$ cat src/rtl/sig_pkg.sv
// Shared definitions for the signal controller and its sensor front end:
// country/highway light codes and the detector debounce state encoding.
package sig_pkg;

    localparam logic [1:0] RED    = 2'b01;
    localparam logic [1:0] YELLOW = 2'b10;
    localparam logic [1:0] GREEN  = 2'b11;

    typedef enum logic [1:0] {
        LOW    = 2'd0,
        QUAL_H = 2'd1,
        HIGH   = 2'd2,
        QUAL_L = 2'd3
    } db_state_t;

endpackage

$ cat src/rtl/sensor_conditioner_sync2.sv
// Two-flop synchroniser for asynchronous level inputs, one chain per bit,
// with an asynchronous active-high clear.
module sync2 #(
    parameter int WIDTH = 1
) (
    input  logic             clk,
    input  logic             rst,
    input  logic [WIDTH-1:0] d,
    output logic [WIDTH-1:0] q
);

    logic [WIDTH-1:0] meta_reg;
    logic [WIDTH-1:0] sync_reg;

    genvar gi;
    generate
        for (gi = 0; gi < WIDTH; gi++) begin : g_bit
            always_ff @(posedge clk or posedge rst) begin
                if (rst) begin
                    meta_reg[gi] <= 1'b0;
                    sync_reg[gi] <= 1'b0;
                end else begin
                    meta_reg[gi] <= d[gi];
                    sync_reg[gi] <= meta_reg[gi];
                end
            end
        end
    endgenerate

    assign q = sync_reg;

endmodule

$ cat src/rtl/sensor_conditioner.sv
// Country-road loop detector conditioning: synchronise, debounce, count queued
// vehicles and stretch the request x. Queue counting is built only when
// SENSOR_COUNT_EN is defined; otherwise x follows the debounced level plus hold.
module sensor_conditioner
    import sig_pkg::*;
#(
    parameter int DEBOUNCE_CYCLES = 4,
    parameter int HOLD_CYCLES     = 8,
    parameter int CNT_W           = 4
) (
    input  logic             clock,
    input  logic             clear,
    input  logic             raw_sensor,
    input  logic [1:0]       cntry,
    output logic             x,
    output logic [CNT_W-1:0] car_count,
    output logic             overflow
);

    localparam int DW = (DEBOUNCE_CYCLES > 1) ? $clog2(DEBOUNCE_CYCLES) : 1;
    localparam int HW = $clog2(HOLD_CYCLES + 1);
    localparam logic [DW-1:0] DLAST = DW'(DEBOUNCE_CYCLES - 1);
    localparam logic [HW-1:0] HLOAD = HW'(HOLD_CYCLES);

    logic          s2;
    db_state_t     state_reg;
    logic [DW-1:0] dcnt_reg;
    logic [HW-1:0] hold_reg;
    logic          db;
    logic          last;
    logic          rise;

    sync2 #(.WIDTH(1)) u_sync (
        .clk (clock),
        .rst (clear),
        .d   (raw_sensor),
        .q   (s2)
    );

    // dcnt counts stable samples already seen; the sample that makes it
    // DEBOUNCE_CYCLES is the accepting one, so LOW/HIGH accept at once when it is 1.
    assign last = (dcnt_reg == DLAST);
    assign db   = (state_reg == HIGH) || (state_reg == QUAL_L);
    assign rise = !db && s2 && last;

    always_ff @(posedge clock or posedge clear) begin
        if (clear) begin
            state_reg <= LOW;
            dcnt_reg  <= '0;
        end else begin
            case (state_reg)
                LOW: begin
                    if (s2) begin
                        if (last) begin
                            state_reg <= HIGH;
                        end else begin
                            state_reg <= QUAL_H;
                            dcnt_reg  <= dcnt_reg + 1'b1;
                        end
                    end
                end
                QUAL_H: begin
                    if (!s2) begin
                        state_reg <= LOW;
                        dcnt_reg  <= '0;
                    end else if (last) begin
                        state_reg <= HIGH;
                        dcnt_reg  <= '0;
                    end else begin
                        dcnt_reg <= dcnt_reg + 1'b1;
                    end
                end
                HIGH: begin
                    if (!s2) begin
                        if (last) begin
                            state_reg <= LOW;
                        end else begin
                            state_reg <= QUAL_L;
                            dcnt_reg  <= dcnt_reg + 1'b1;
                        end
                    end
                end
                QUAL_L: begin
                    if (s2) begin
                        state_reg <= HIGH;
                        dcnt_reg  <= '0;
                    end else if (last) begin
                        state_reg <= LOW;
                        dcnt_reg  <= '0;
                    end else begin
                        dcnt_reg <= dcnt_reg + 1'b1;
                    end
                end
                default: begin
                    state_reg <= LOW;
                    dcnt_reg  <= '0;
                end
            endcase
        end
    end

    // Every accepted arrival restarts the minimum request window.
    always_ff @(posedge clock or posedge clear) begin
        if (clear) begin
            hold_reg <= '0;
        end else if (rise) begin
            hold_reg <= HLOAD;
        end else if (hold_reg != '0) begin
            hold_reg <= hold_reg - 1'b1;
        end
    end

`ifdef SENSOR_COUNT_EN
    logic             fall;
    logic [CNT_W-1:0] car_count_reg;
    logic             overflow_reg;

    assign fall = db && !s2 && last;

    // Only a vehicle leaving during country green has been served.
    always_ff @(posedge clock or posedge clear) begin
        if (clear) begin
            car_count_reg <= '0;
            overflow_reg  <= 1'b0;
        end else if (rise) begin
            if (&car_count_reg) begin
                overflow_reg <= 1'b1;
            end else begin
                car_count_reg <= car_count_reg + 1'b1;
            end
        end else if (fall && (cntry == GREEN) && (car_count_reg != '0)) begin
            car_count_reg <= car_count_reg - 1'b1;
        end
    end

    assign car_count = car_count_reg;
    assign overflow  = overflow_reg;
    assign x         = (car_count_reg != '0) || (hold_reg != '0);
`else
    logic unused_cntry;

    assign unused_cntry = ^cntry;
    assign car_count    = '0;
    assign overflow     = 1'b0;
    assign x            = db || (hold_reg != '0);
`endif

endmodule
$ cat config.mk
export PLATFORM = sky130hd
export DESIGN_NAME = sensor_conditioner
export DESIGN_NICKNAME = d
export VERILOG_FILES = /design/src/rtl/sig_pkg.sv /design/src/rtl/sensor_conditioner_sync2.sv /design/src/rtl/sensor_conditioner.sv
export SDC_FILE = /design/constraint.sdc
export NUM_CORES = 1
export LEC_CHECK = 0
export CORE_AREA = 5 5 42 44
export DETAILED_ROUTE_END_ITERATION = 8
export DIE_AREA = 0 0 47 49
export HOLD_SLACK_MARGIN = 0.05
export PLACE_DENSITY = 0.77
export SLEW_MARGIN = 15
export SYNTH_ARGS = -nofsm -noshare
export SYNTH_HDL_FRONTEND = slang
export SYNTH_HIERARCHICAL = 1
export SYNTH_SLANG_ARGS = --single-unit
$ cat constraint.sdc
create_clock -name clock -period 1.68 [get_ports clock]
set_input_delay 0.252 -clock clock [delete_from_list [all_inputs] [get_ports clock]]
set_output_delay 0.252 -clock clock [all_outputs]
set_load 0.01 [all_outputs]
==> results.json <==
{
  "status": "finished with violations",
  "violations": "setup timing",
  "worstSetupStartpointType": "flop",
  "power_mw": 1.20,
  "pre_cts_slack_ns": -0.247,
  "track_usage": 0.0998,
  "ys_ff_latch": 10,
  "finalHoldViolations": 0,
  "grt_max_degree": 9,
  "antennaDiodeCount": 0,
  "gp_congestion": 0.681,
  "postSynthCellCount": 51,
  "drc_errors": 0,
  "port_buffers": 3,
  "stdcell_count": 81,
  "yosysWarnings": 6,
  "drt_wl_total_um": 919,
  "synthDistinctLibCells": 22,
  "die_w_um": 47,
  "cts_made_buffers": 3,
  "core_area_um2": 1400,
  "cap_violations": 0,
  "finalSetupViolCount": 1,
  "arrival_ns": 1.59,
  "layout_common_cells": "10 x dfrtp_1, 9 x buf_4, 5 x conb_1, 4 x nor2_1",
  "overflow": 0,
  "cp-end-kind": "output port",
  "drtIter0Drc": 4,
  "crit_fanout": 2,
  "vias": 372,
  "placed_cells": 77,
  "cts_sinks": 10,
  "wl_per_cell_um": 11.3,
  "cp_cell_sequence": "inv_2, ha_4, or3b_4, or2_1, buf_2",
  "worst_slack_ns": -0.163,
  "dieArea_um2": 2300,
  "slowest_delay_ns": 0.38,
  "syn2layout_area_growth_pct": 23.0,
  "finClkSkew_ns": 0.00184,
  "slew_viol_final": 0,
  "p_per_area_nw_per_um2": 1800,
  "rsz0062_at_grt": "true",
  "p_leak_nw": 0.327,
  "largest_reg_flops": 4,
  "vias_per_cell": 4.59,
  "ir_worst_vdd_uv": 787,
  "min_period_over_period": 1.10,
  "final_common_cell": "dfrtp_1",
  "dp_hpwl_um": 705,
  "clk_pin_slew_ns": 0.06,
  "crit_type": "flop to output port",
  "cts_tree": "built",
  "die_height_um": 49,
  "root_buffer": "clkbuf_4",
  "cts_max_level": 1,
  "ant_nets": 0,
  "worstSkewPairLatency_ns": 0.26,
  "first_global_vias": 385,
  "min-delay-path-class": "input pin to async pin",
  "syn_area_per_cell_um2": 10.7,
  "fin_crit_ns": 1.84,
  "grt_antenna_before_repair": 0,
  "nFillCells": 138,
  "drive_gt1_frac": 0.308,
  "cts_max_path_buffers": 2,
  "fmax_mhz": 543,
  "rows": 14,
  "ios": 11,
  "hold_buffers": 0,
  "grt_pass1_wl_um": 1530,
  "ys_seq_area_frac": 0.460,
  "firstDrtPassIters": 2,
  "finalNetCount": 76,
  "start_util": 0.388,
  "crit_slowest_cell": "dfrtp_1",
  "critPathRequiredTime_ns": 1.43,
  "syn_area_um2": 544
}
==> area by class of cell <==
type,instances,area (um2),area share
multi-input cells,35,265,0.396
flip-flops and latches,10,250,0.374
repair buffers,12,92.6,0.138
clock buffers,3,22.5,0.0336
well taps,16,20.0,0.0299
inverters,5,18.8,0.0280
==> repair_timing <==
| action | CTS | global route |
|---|---|---|
| setup buffers | 0 | 1 |
| endpoints found under the setup margin | 1 | 1 |
| resized for setup | 8 | 0 |
==> critical path: cells and delay by family, from the launching register on <==
family | cells | cell delay, ns
adders and majority gates | 1 | 0.14
buffers and inverters | 2 | 0.23
DFF | 1 | 0.38
and+or+nand+nor | 2 | 0.59
==> Yosys cell counts (all sizes together) <==
cell type | instances | area, um2
ha | 4 | 50.1
a32o | 2 | 20.0
or2 | 1 | 6.26
nand2 | 2 | 7.51
nand2b | 3 | 18.8
inv | 5 | 18.8
or3b | 1 | 11.3
a211oi | 1 | 12.5
xor2 | 1 | 8.76
a21oi | 2 | 10.0
xnor2 | 1 | 8.76
or3 | 1 | 6.26
mux2 | 1 | 11.3
a211o | 1 | 8.76
a21bo | 1 | 10.0
nand3b | 2 | 15.0
nor2 | 4 | 15.0
and2b | 1 | 8.76
nor3 | 1 | 5.00
buf | 5 | 37.5
conb | 1 | 3.75
dfrtp | 10 | 250
==> layer usage <==
metal  global-route usage  vias to the layer above  routed length [um]
met5                    0                        -                   0
met3               0.0332                        4                  41
li1                     -                      189                   -
met2                0.161                        8                 494
met4               0.0968                        0                  37
met1               0.0890                      171                 345
==> power by group <==
part	internal, mW	switching [mW]
registers	0.345	0.0764
logic	0.376	0.246
clock network	0.0824	0.0753
total	0.804	0.398
==> path summary, 6_finish.rpt <==
kind | endpoint | from | slack (ns) | cells after the start
setup / recovery | x | hold_reg[0] | -0.16 | 5
hold / removal | u_sync/meta_reg | clear | 0.16 | 2
setup reg to reg | hold_reg[1] | hold_reg[0] | 0.23 | 6
hold reg to reg | u_sync/q | u_sync/meta_reg | 0.38 | 0
max in group asynchronous | hold_reg[3] | clear | 1.19 | 2
min in group clock | u_sync/q | u_sync/meta_reg | 0.38 | 0
==> per-stage QoR <==
step	util	TNS [ns]	area [um2]	hold WS [ns]
after floorplan	-	0	559	-0.00682
after global placement	0.451	-0.239	632	0.343
after detailed placement	0.451	-0.247	632	0.359
after CTS	0.472	-0.164	662	0.157
after global routing	0.478	-0.221	669	0.160
final	0.478	-0.163	669	0.165
==> kinds of logic after synthesis <==
group	synth area share
and+or+nand+nor	0.172
DFF	0.460
buffers and inverters	0.103
AOI/OAI and AO/OA	0.113
adders and majority gates	0.0920
xor gates and xnor gates	0.0322
other	0.00689
muxes	0.0207
Power figures use the tool's default switching activity.
